<file path="config.mk">
export PLATFORM = sky130hd
export DESIGN_NAME = fifo_rd_stream_flat
export DESIGN_NICKNAME = d
export VERILOG_FILES = /design/src/rtl/fifo_rd_stream_pkg.sv /design/src/rtl/fifo_rd_stream_if.sv /design/src/rtl/fifo_rd_stream_rd_skid_buf.sv /design/src/rtl/fifo_rd_stream.sv /design/src/flat_wrapper.sv
export SDC_FILE = /design/constraint.sdc
export NUM_CORES = 1
export LEC_CHECK = 0
export ABC_CLOCK_PERIOD_IN_PS = 1800
export BUFFER_PORTS_ARGS = -buffer_cell sky130_fd_sc_hd__buf_2
export CAP_MARGIN = 10
export CORE_AREA = 2 2 58 60
export CTS_CLUSTER_DIAMETER = 80
export DETAILED_ROUTE_END_ITERATION = 10
export DIE_AREA = 0 0 60 62
export PLACE_DENSITY = 0.71
export SETUP_SLACK_MARGIN = 0.15
export SYNTH_ARGS = -nofsm -noshare
export SYNTH_HDL_FRONTEND = slang
export SYNTH_SLANG_ARGS = --single-unit
</file>
<file path="constraint.sdc">
create_clock -name CLK -period 1.8 [get_ports CLK]
set_clock_uncertainty 0.1 [all_clocks]
set_input_delay 0.18 -clock CLK [delete_from_list [all_inputs] [get_ports CLK]]
set_output_delay 0.18 -clock CLK [all_outputs]
set_load 0.01 [all_outputs]
</file>
<file path="src/rtl/fifo_rd_stream_pkg.sv">
// Shared constants for the FIFO read-side adapter: buffer depth, pointer width
// and the default data width that must match the FIFO being drained.
package fifo_rd_stream_pkg;

  localparam int RD_BUF_DEPTH   = 3;
  localparam int RD_PTR_W       = 2;
  localparam int FIFO_WIDTH_DEF = 8;

  typedef logic [RD_PTR_W-1:0] rd_ptr_t;

  // Depth is not a power of two, so wrap explicitly at the last slot.
  function automatic rd_ptr_t rd_ptr_inc(input rd_ptr_t p);
    return (p == rd_ptr_t'(RD_BUF_DEPTH - 1)) ? '0 : rd_ptr_t'(p + 2'd1);
  endfunction

endpackage

</file>
<file path="src/rtl/fifo_rd_stream_if.sv">
// Bundle between the read adapter, the FIFO it drains and the downstream consumer.
interface fifo_rd_stream_if #(
  parameter int FIFO_WIDTH = fifo_rd_stream_pkg::FIFO_WIDTH_DEF
);

  // FIFO side: a pop happens on every clock edge where Rd_Req is 1; the FIFO's
  // registered Data_out carries that word during the following cycle.
  // Stream side: a word transfers on every edge where Out_Valid && Out_Ready;
  // Out_Valid never depends on Out_Ready.
  logic                  Fifo_Empty;
  logic [FIFO_WIDTH-1:0] Fifo_Data;
  logic                  Rd_Req;
  logic                  Flush;
  logic [FIFO_WIDTH-1:0] Out_Data;
  logic                  Out_Valid;
  logic                  Out_Ready;
  logic [1:0]            Out_Level;

  modport master (
    input  Fifo_Empty, Fifo_Data, Flush, Out_Ready,
    output Rd_Req, Out_Data, Out_Valid, Out_Level
  );

  modport slave (
    output Fifo_Empty, Fifo_Data, Flush, Out_Ready,
    input  Rd_Req, Out_Data, Out_Valid, Out_Level
  );

endinterface

</file>
<file path="src/rtl/fifo_rd_stream_rd_skid_buf.sv">
// Three-entry circular store that absorbs the FIFO pop-to-data latency.
module rd_skid_buf
  import fifo_rd_stream_pkg::*;
#(
  parameter int W = FIFO_WIDTH_DEF
) (
  input  logic         clk,
  input  logic         rst_n,
  input  logic         push,
  input  logic [W-1:0] push_data,
  input  logic         pop,
  input  logic         flush,
  output logic [W-1:0] head_data,
  output rd_ptr_t      count
);

  logic [W-1:0] mem [RD_BUF_DEPTH];
  rd_ptr_t      wr_ptr;
  rd_ptr_t      rd_ptr;
  logic         pop_ok;

  assign pop_ok    = pop && (count != '0);
  assign head_data = mem[rd_ptr];

  always_ff @(posedge clk or negedge rst_n) begin
    if (!rst_n) begin
      for (int i = 0; i < RD_BUF_DEPTH; i++) mem[i] <= '0;
      wr_ptr <= '0;
      rd_ptr <= '0;
      count  <= '0;
    end else if (flush) begin
      wr_ptr <= '0;
      rd_ptr <= '0;
      count  <= '0;
    end else begin
      if (push) begin
        mem[wr_ptr] <= push_data;
        wr_ptr      <= rd_ptr_inc(wr_ptr);
      end
      if (pop_ok) rd_ptr <= rd_ptr_inc(rd_ptr);
      case ({push, pop_ok})
        2'b10:   count <= count + 2'd1;
        2'b01:   count <= count - 2'd1;
        default: count <= count;
      endcase
    end
  end

  // The parent's credit check keeps count + in-flight within the depth.
  a_no_overflow: assert property (@(posedge clk) disable iff (!rst_n)
    !(push && !flush && !pop_ok && (count == rd_ptr_t'(RD_BUF_DEPTH))));

endmodule

</file>
<file path="src/rtl/fifo_rd_stream.sv">
// FIFO read-side adapter: pops against Empty, captures registered data one cycle
// later and streams the words out in order on a valid/ready interface.
module fifo_rd_stream
  import fifo_rd_stream_pkg::*;
#(
  parameter int FIFO_WIDTH = FIFO_WIDTH_DEF
) (
  input  logic                 CLK,
  input  logic                 rst_n,
  fifo_rd_stream_if.master     bus
);

  logic            inflight;
  logic            rd_req;
  logic            capture;
  logic            transfer;
  logic [2:0]      credit_used;
  rd_ptr_t         count;
  logic [FIFO_WIDTH-1:0] head_data;

  // Credit counts words already buffered plus the one on its way, so Out_Ready
  // never reaches Rd_Req combinationally.
  assign credit_used = {1'b0, count} + {2'b00, inflight};
  assign rd_req      = rst_n && !bus.Fifo_Empty && !bus.Flush &&
                       (credit_used < 3'(RD_BUF_DEPTH));
  assign capture     = inflight && !bus.Flush;
  assign transfer    = bus.Out_Valid && bus.Out_Ready;

  always_ff @(posedge CLK or negedge rst_n) begin
    if (!rst_n) inflight <= 1'b0;
    else        inflight <= rd_req;
  end

  rd_skid_buf #(.W(FIFO_WIDTH)) u_buf (
    .clk       (CLK),
    .rst_n     (rst_n),
    .push      (capture),
    .push_data (bus.Fifo_Data),
    .pop       (transfer),
    .flush     (bus.Flush),
    .head_data (head_data),
    .count     (count)
  );

  assign bus.Rd_Req    = rd_req;
  assign bus.Out_Data  = head_data;
  assign bus.Out_Valid = (count != '0);
  assign bus.Out_Level = count;

endmodule

</file>
<file path="src/flat_wrapper.sv">
// flat-port wrapper written by rule: the top's interface ports become plain ports
module fifo_rd_stream_flat import fifo_rd_stream_pkg::*;
#(
  parameter int FIFO_WIDTH = FIFO_WIDTH_DEF
)
  (CLK, rst_n, bus_Fifo_Empty, bus_Fifo_Data, bus_Flush, bus_Out_Ready, bus_Rd_Req, bus_Out_Data, bus_Out_Valid, bus_Out_Level);
  fifo_rd_stream_if #(.FIFO_WIDTH(FIFO_WIDTH)) bus_i ();
  input  logic CLK;
  input  logic rst_n;
  input wire logic [$bits(bus_i.Fifo_Empty)-1:0] bus_Fifo_Empty;
  input wire logic [$bits(bus_i.Fifo_Data)-1:0] bus_Fifo_Data;
  input wire logic [$bits(bus_i.Flush)-1:0] bus_Flush;
  input wire logic [$bits(bus_i.Out_Ready)-1:0] bus_Out_Ready;
  output wire logic [$bits(bus_i.Rd_Req)-1:0] bus_Rd_Req;
  output wire logic [$bits(bus_i.Out_Data)-1:0] bus_Out_Data;
  output wire logic [$bits(bus_i.Out_Valid)-1:0] bus_Out_Valid;
  output wire logic [$bits(bus_i.Out_Level)-1:0] bus_Out_Level;
  assign bus_i.Fifo_Empty = bus_Fifo_Empty;
  assign bus_i.Fifo_Data = bus_Fifo_Data;
  assign bus_i.Flush = bus_Flush;
  assign bus_i.Out_Ready = bus_Out_Ready;
  assign bus_Rd_Req = bus_i.Rd_Req;
  assign bus_Out_Data = bus_i.Out_Data;
  assign bus_Out_Valid = bus_i.Out_Valid;
  assign bus_Out_Level = bus_i.Out_Level;
  fifo_rd_stream #(.FIFO_WIDTH(FIFO_WIDTH)) u_core (.CLK(CLK), .rst_n(rst_n), .bus(bus_i));
endmodule
</file>
* Yosys cells after proc, flatten, opt, wreduce, memory -nomap -nowiden *
Index checks and enable logic that the tools add are counted.

storage, ports and cells
  register bits = 31
  input port bits = 13
  output and inout port bits = 12
  word-level logic and storage cells = 51

operators by class
  add/subtract/negate cells = 5
  $lt $le $gt $ge = 4
  eq/ne operators = 4
  mux-type cells = 14
  bitwise operators = 3
  reduce and logical (&&, ||, !) cells = 14

operators with widths
  kind                   count
  $bwmux W24             1
  $mux W8                3
  $bmux W8 S2            1
  $demux W8 S2           1
  $mux W2                7
  $logic_and A1 B1 Y1    7
  $add A2 B1 Y2 const B  3
  $eq A2 B2 Y1 const B   3
  $ge A3 B3 Y1 const B   2
  $not A2 Y3             2
  $reduce_bool A2 Y1     3
  $pmux W2 S2            1
  $add A2 B1 Y3          1
  $lt A3 B1 Y1 const B   1
  $lt A3 B2 Y1 const B   1
  $reduce_bool A3 Y1     1
  $eq A2 B1 Y1 const B   1
  $logic_not A1 Y1       2
  $reduce_and A2 Y1      1
  $sub A2 B1 Y2 const B  1
  $not A1 Y1             1

* Logic depth before layout (Yosys ltp) *
Gate-level depths: netlist (run 1).

  depth after elaboration = 6
  mapped depth = 4
  depth with buffers taken out = 4

* Hierarchy *
A second synthesis (run 1) with hierarchy kept.

unflattened totals
  cell total of the unflattened synthesis = 116
  area, all modules = 1472.7 µm²

by module, submodules not included
  module          times used  cells an instance  area an instance (µm²)  sequential area each (µm²)
  rd_skid_buf     1           108                1387.6                  750.7
  fifo_rd_stream  1           8                  85.1                    25.0

* Least setup slack after synthesis (run 1) *
OpenSTA, ideal clock, no wires.

  path kind = register -> output
  start = register u_core.inflight
  end = output port bus_Rd_Req
  data arrival time = 1663 ps
  required time = 1520 ps
  path slack = -143 ps
  stages on the path, launching flop included = 5
  buffers on the path = 0
  cells stage by stage = dfrtp_1 > ha_1 > ha_1 > or4b_2 > a21oi_1

on the way
  word-level cells in the longest chain between the ends = 3

ends and longest elaborated chain
  what                    line                  text
  start, declared         fifo_rd_stream.sv:13  logic inflight;
  start signal, assigned  fifo_rd_stream.sv:31  else inflight <= rd_req;
  $add A2 B1 Y3           fifo_rd_stream.sv:23  assign credit_used = {1'b0, count} + {2'b00, inflight};
  $lt A3 B2 Y1            fifo_rd_stream.sv:25  (credit_used < 3'(RD_BUF_DEPTH));
  $logic_and A1 B1 Y1     fifo_rd_stream.sv:24  assign rd_req = rst_n && !bus.Fifo_Empty && !bus.Flush &&
  end, declared           flat_wrapper.sv:14    output wire logic [$bits(bus_i.Rd_Req)-1:0] bus_Rd_Req;

No other way between the ends.

* Worst setup path in the final report (run 1) *
Same ends and word-level chain as after synthesis.

==> results of run 1 <==
-- final timing paths --
kind / startpoint / to / slack (ns)
setup / recovery: u_core.inflight / bus_Rd_Req / -0.33
hold / removal: bus_Fifo_Data[3] / u_core.u_buf.mem[11] / 0.01
setup reg to reg: u_core.inflight / u_core.inflight / -0.33
hold reg to reg: u_core.u_buf.mem[18] / u_core.u_buf.mem[18] / 0.41
max in group asynchronous: rst_n / u_core.u_buf.rd_ptr[1] / 0.96
min in group asynchronous: rst_n / u_core.u_buf.count[0] / 0.34
-- state kept, by name (all words and copies together), names as in the netlist --
register and cells:
u_core.u_buf.mem 24, u_core.inflight 1, u_core.u_buf.rd_ptr 2, u_core.u_buf.wr_ptr 2
u_core.u_buf.count 2
-- cell usage after synthesis, drive strengths merged --
library cell / instances
dfrtp: 31
and3: 1
or2: 1
nor2b: 2
nor3b: 2
or3: 1
o31ai: 1
mux2i: 10
nor2: 6
and3b: 1
nand2b: 2
ha: 2
nor3: 1
nand2: 10
clkbuf: 2
o21ai: 10
nor4: 1
buf: 1
a21oi: 3
or4b: 1
mux2: 25
-- power groups by stage --
stage,combinational [W],clock [W],sequential (W)
after floorplan,0.000162,0,0.000825
after global placement,0.000262,0,0.000829
after detailed placement,0.000272,0,0.000835
after CTS,0.000281,0.000463,0.000821
after global routing,0.000369,0.000504,0.000840
final,0.000337,0.000451,0.000833
-- per-stage QoR --
stage / total power, W / hold WS [ns]
6_report: 0.00162 / 0.0111
5_1_grt: 0.00171 / 0.00501
4_1_cts: 0.00156 / 0.000864
3_5_place_dp: 0.00111 / 0.129
3_3_place_gp: 0.00109 / 0.125
2_1_floorplan: 0.000987 / -0.216
-- metal layers --
layer  part of all wire  up-vias  track usage
li1                   -      516            -
met1               0.44      535        0.234
met4             0.0068        0       0.0508
met2               0.51       28        0.301
met3              0.042        4       0.0642
met5                  0        -            0
-- area by class of cell --
class | instances | area share
Sequential cell | 31 | 0.373
Clock buffer | 8 | 0.0330
Timing Repair Buffer | 50 | 0.182
Tap cell | 46 | 0.0276
Multi-Input combinational cell | 80 | 0.385
-- cells by family (layout without fill, tap and decap cells) --
kind of cell / after synthesis / count (layout) / share of synthesized area
multiplexers: 35 / 35 / 0.262
flip-flops: 31 / 31 / 0.532
AND/OR/NAND/NOR: 29 / 29 / 0.131
AO/OA/AOI/OAI: 14 / 14 / 0.0497
buffers and inverters: 3 / 58 / 0.00857
adder cells (fa/ha/maj): 2 / 2 / 0.0171
-- timing repair --
item,CTS,global route
pin swaps,0,8
setup endpoints to repair,9,18
hold buffers,1,2
endpoints found under the hold margin,31,2
buffers inserted,2,8
resized for setup,8,45
==> metrics.yaml, run 1 <==
status: "finished, violations left"
violations: "negative setup slack"
rr_worst_depth: 11
final_cells: 215
clockBufferDepth: 2
place_area_mm2: 0.00174
post-dp-hpwl_um: 2130
drive_above_1_share: 0.604
synth_top_area_frac: 0.532
maxSlewHeadroom: 0.708
dpl.cell_count: 194
dieArea_mm2: 0.00372
gp_congestion: 0.702
nNetsFinal: 183
final_cell_mix: "29 x dfrtp_1, 24 x buf_2, 15 x buf_6, 13 x mux2_4, 12 x mux2_2"
die_h_um: 62
seq_area_um2: 778
critPathMaxFanout: 2
worst_pin_slew_ns: 0.434
crit_path_end_kind: "output port"
ant_nets: 0
drt-pass1-iter-count: 4
finalSetupViolations: 2
grt_usage: 0.184
wl_per_cell_um: 15.7
port_buffers: 24
p_switching_w: 0.000422
switching_share: 0.260
critPathLaunchType: "flop"
cts_tree: "yes"
hold_class: "in -> reg"
clock_latency_ns: 0.32
crit_cells: 5
num-fill-cells: 244
cts-root-buf: "clkbuf_4"
cts_buffers: 5
via_per_inst: 5.04
drt-initial-drc-count: 42
rsz0062_at_grt: "true"
ys_types: 22
setup_ws_ns: -0.327
drv_slew: 0
cap_violations: 0
n_antenna_cell: 0
leakage_nw: 0.977
clkPwrFrac: 0.279
netlist_instances: 114
synth_area_leaders: "dfrtp_1 53%, mux2_2 19%, mux2i_1 6.9%, o21ai_0 3.4%, nand2_1 2.6%"
io_pins: 25
final_area_mm2: 0.00209
intPower_w: 0.00120
power_density_mw_per_mm2: 777
yosysTopAreaCell: "dfrtp_1"
cp_slowest_cell: "or4b_4"
cts_sinks: 31
num_rows: 21
crit_chain: "ha_4 -> ha_4 -> or4b_4 -> a21oi_4 -> buf_2"
path_class: "reg -> out"
grt_pass1_vias: 1013
finalCritPeriodShare: 1.18
final_common_cell: "dfrtp_1"
p_seq_frac: 0.514
place_ws_ns: 0.0306
antenna_found_initial: 0
gr-total-overflow: 0
syn_nets: 129
die_w_um: 60
cpMostUsedCell: "ha_4"
ys_warn_count: 0
fin_setup_tns_ns: -0.653
finalCriticalPeriod_ns: 2.13
drc: 0
grt_pass1_wl_um: 4810
hold_viol: 0
synthesis.area_mm2: 0.00146
multiInputGateArea_um2: 802
grt_max_degree: 32
cts.clk_slew.worst_paths_ns: 0.09
ys_seq_elements: 31
utilization: 0.656
path_buf_inv: 1
htree_levels: 2
critPathArrivalTime_ns: 1.85
vias: 1083
holdPathStages: 2
synth-seq-area-share: 0.532
fmax_mhz: 470
core_area_mm2: 0.00318
max-vdd-ir-drop_mv: 0.569
pwr-share-comb: 0.208
cp.required_ns: 1.52
syn2layout_area_growth_pct: 43.0
wl_um: 3390
avgSynthCellArea_um2: 12.8
max_stage_delay_ns: 0.49
critPathTopFamily: "simple AND/OR/NAND/NOR gates"
start_util: 0.459
Note: power is estimated with default switching activity, not from simulation.
==> run 2: changes to the inputs <==
Settings changed: CORE_AREA 2 2 58 60 to 4 4 60 62, DIE_AREA 0 0 60 62 to 0 0 64 66.
==> metrics.yaml, run 2 (same netlist as run 1, synthesis figures left out) <==
status: "finished, violations left"
violations: "negative setup slack"
gr-total-overflow: 0
final_cells: 208
finalCriticalPeriod_ns: 2.11
port_buffers: 24
hold_viol: 0
critPathArrivalTime_ns: 1.83
cts_sinks: 31
hp-start: "bus_Fifo_Data[3]"
finalSetupViolations: 1
cp.required_ns: 1.52
rr_worst_depth: 5
critPathTopFamily: "simple AND/OR/NAND/NOR gates"
grt_pass1_vias: 1118
ant_nets: 0
critPathMaxFanout: 2
via_per_inst: 5.02
drt-pass1-iter-count: 4
worst_pin_slew_ns: 0.413
startpoint: "u_core.inflight"
finalCritPeriodShare: 1.17
antenna_found_initial: 0
num-fill-cells: 230
final_common_cell: "dfrtp_1"
cts.clk_slew.worst_paths_ns: 0.09
n_antenna_cell: 0
utilization: 0.655
largest_register: "u_core.u_buf.mem"
num_rows: 20
grt_usage: 0.167
syn2layout_area_growth_pct: 35.9
rr_startpoint: "u_core.inflight"
drv_slew: 0
gp_congestion: 0.763
cts_tree: "yes"
cts-root-buf: "clkbuf_4"
max_stage_delay_ns: 0.50
crit_chain: "ha_4 -> ha_4 -> or4b_4 -> a21oi_4 -> buf_6"
wl_um: 3100
critPathLaunchType: "flop"
start_util: 0.482
clockBufferDepth: 2
grt_max_degree: 32
drive_above_1_share: 0.579
maxSlewHeadroom: 0.722
vias: 1045
grt_pass1_wl_um: 5200
fin_setup_tns_ns: -0.313
fmax_mhz: 473
drt-initial-drc-count: 51
cpMostUsedCell: "ha_4"
io_pins: 25
power_density_mw_per_mm2: 759
cap_violations: 0
path_class: "reg -> out"
setup_ws_ns: -0.313
core_area_mm2: 0.00303
holdPathStages: 2
final_cell_mix: "29 x dfrtp_1, 25 x mux2_2, 23 x buf_2, 8 x mux2i_1, 8 x buf_4"
dieArea_mm2: 0.00422
clock_latency_ns: 0.32
final_area_mm2: 0.00198
largest_register_ff_count: 24
htree_levels: 2
hold_class: "in -> reg"
drc: 0
cp_slowest_cell: "or4b_4"
die_w_um: 64
leakage_nw: 0.934
crit_cells: 5
wl_per_cell_um: 14.9
place_ws_ns: 0.00602
cts_buffers: 5
crit_path_end_kind: "output port"
path_buf_inv: 1
post-dp-hpwl_um: 2100
dpl.cell_count: 190
die_h_um: 66
nNetsFinal: 178
max-vdd-ir-drop_mv: 0.611
place_area_mm2: 0.00174
rsz0062_at_grt: "true"
==> run 2: what timing repair did <==
action / 4_1_cts / 5_1_grt
hold buffers: 6 / 0
endpoints found under the setup margin: 9 / 11
cloned: 0 / 0
hold endpoints to repair: 38 / 0
setup buffers: 4 / 0
pin swaps: 2 / 9
gates resized for setup: 6 / 29
==> run 2: area by class of cell <==
class	instances	area, um2	share of cell area
Clock buffer	7	45.0	0.0227
Tap cell	44	55.1	0.0278
Multi-Input combinational cell	80	766	0.386
Timing Repair Buffer	45	334	0.168
Clock inverter	1	5.00	0.00252
Sequential cell	31	778	0.392
==> run 2: final timing paths <==
check                                         end  slack, ns
min                          u_core.u_buf.mem[11]       0.03
min in group asynchronous     u_core.u_buf.mem[2]       0.36
max                                    bus_Rd_Req      -0.31
max reg2reg                       u_core.inflight       0.13
max in group asynchronous  u_core.u_buf.rd_ptr[1]       0.94
min reg2reg                  u_core.u_buf.mem[18]       0.41
==> run 2: power breakdown <==
part | switching, W | internal, W | leakage [nW] | total [W]
registers | 0.0000524 | 0.000777 | 0.407 | 0.000830
clock network | 0.000213 | 0.000152 | 0.0293 | 0.000365
logic | 0.000138 | 0.000172 | 0.497 | 0.000311
==> run 2: through the flow <==
step	total power, W	hold WS (ns)
finish	0.00150	0.0291
global route	0.00160	0.00964
CTS	0.00149	0.0102
detailed placement	0.00111	0.132
global placement	0.00109	0.124
floorplan	0.000987	-0.216
==> run 2: metal layers <==
layer | global-route usage | vias to the layer above | routed length (um)
li1 | - | 503 | -
met1 | 0.196 | 511 | 1330
met4 | 0.0674 | 0 | 65
met3 | 0.0578 | 7 | 130
met5 | 0 | - | 0
met2 | 0.279 | 24 | 1570
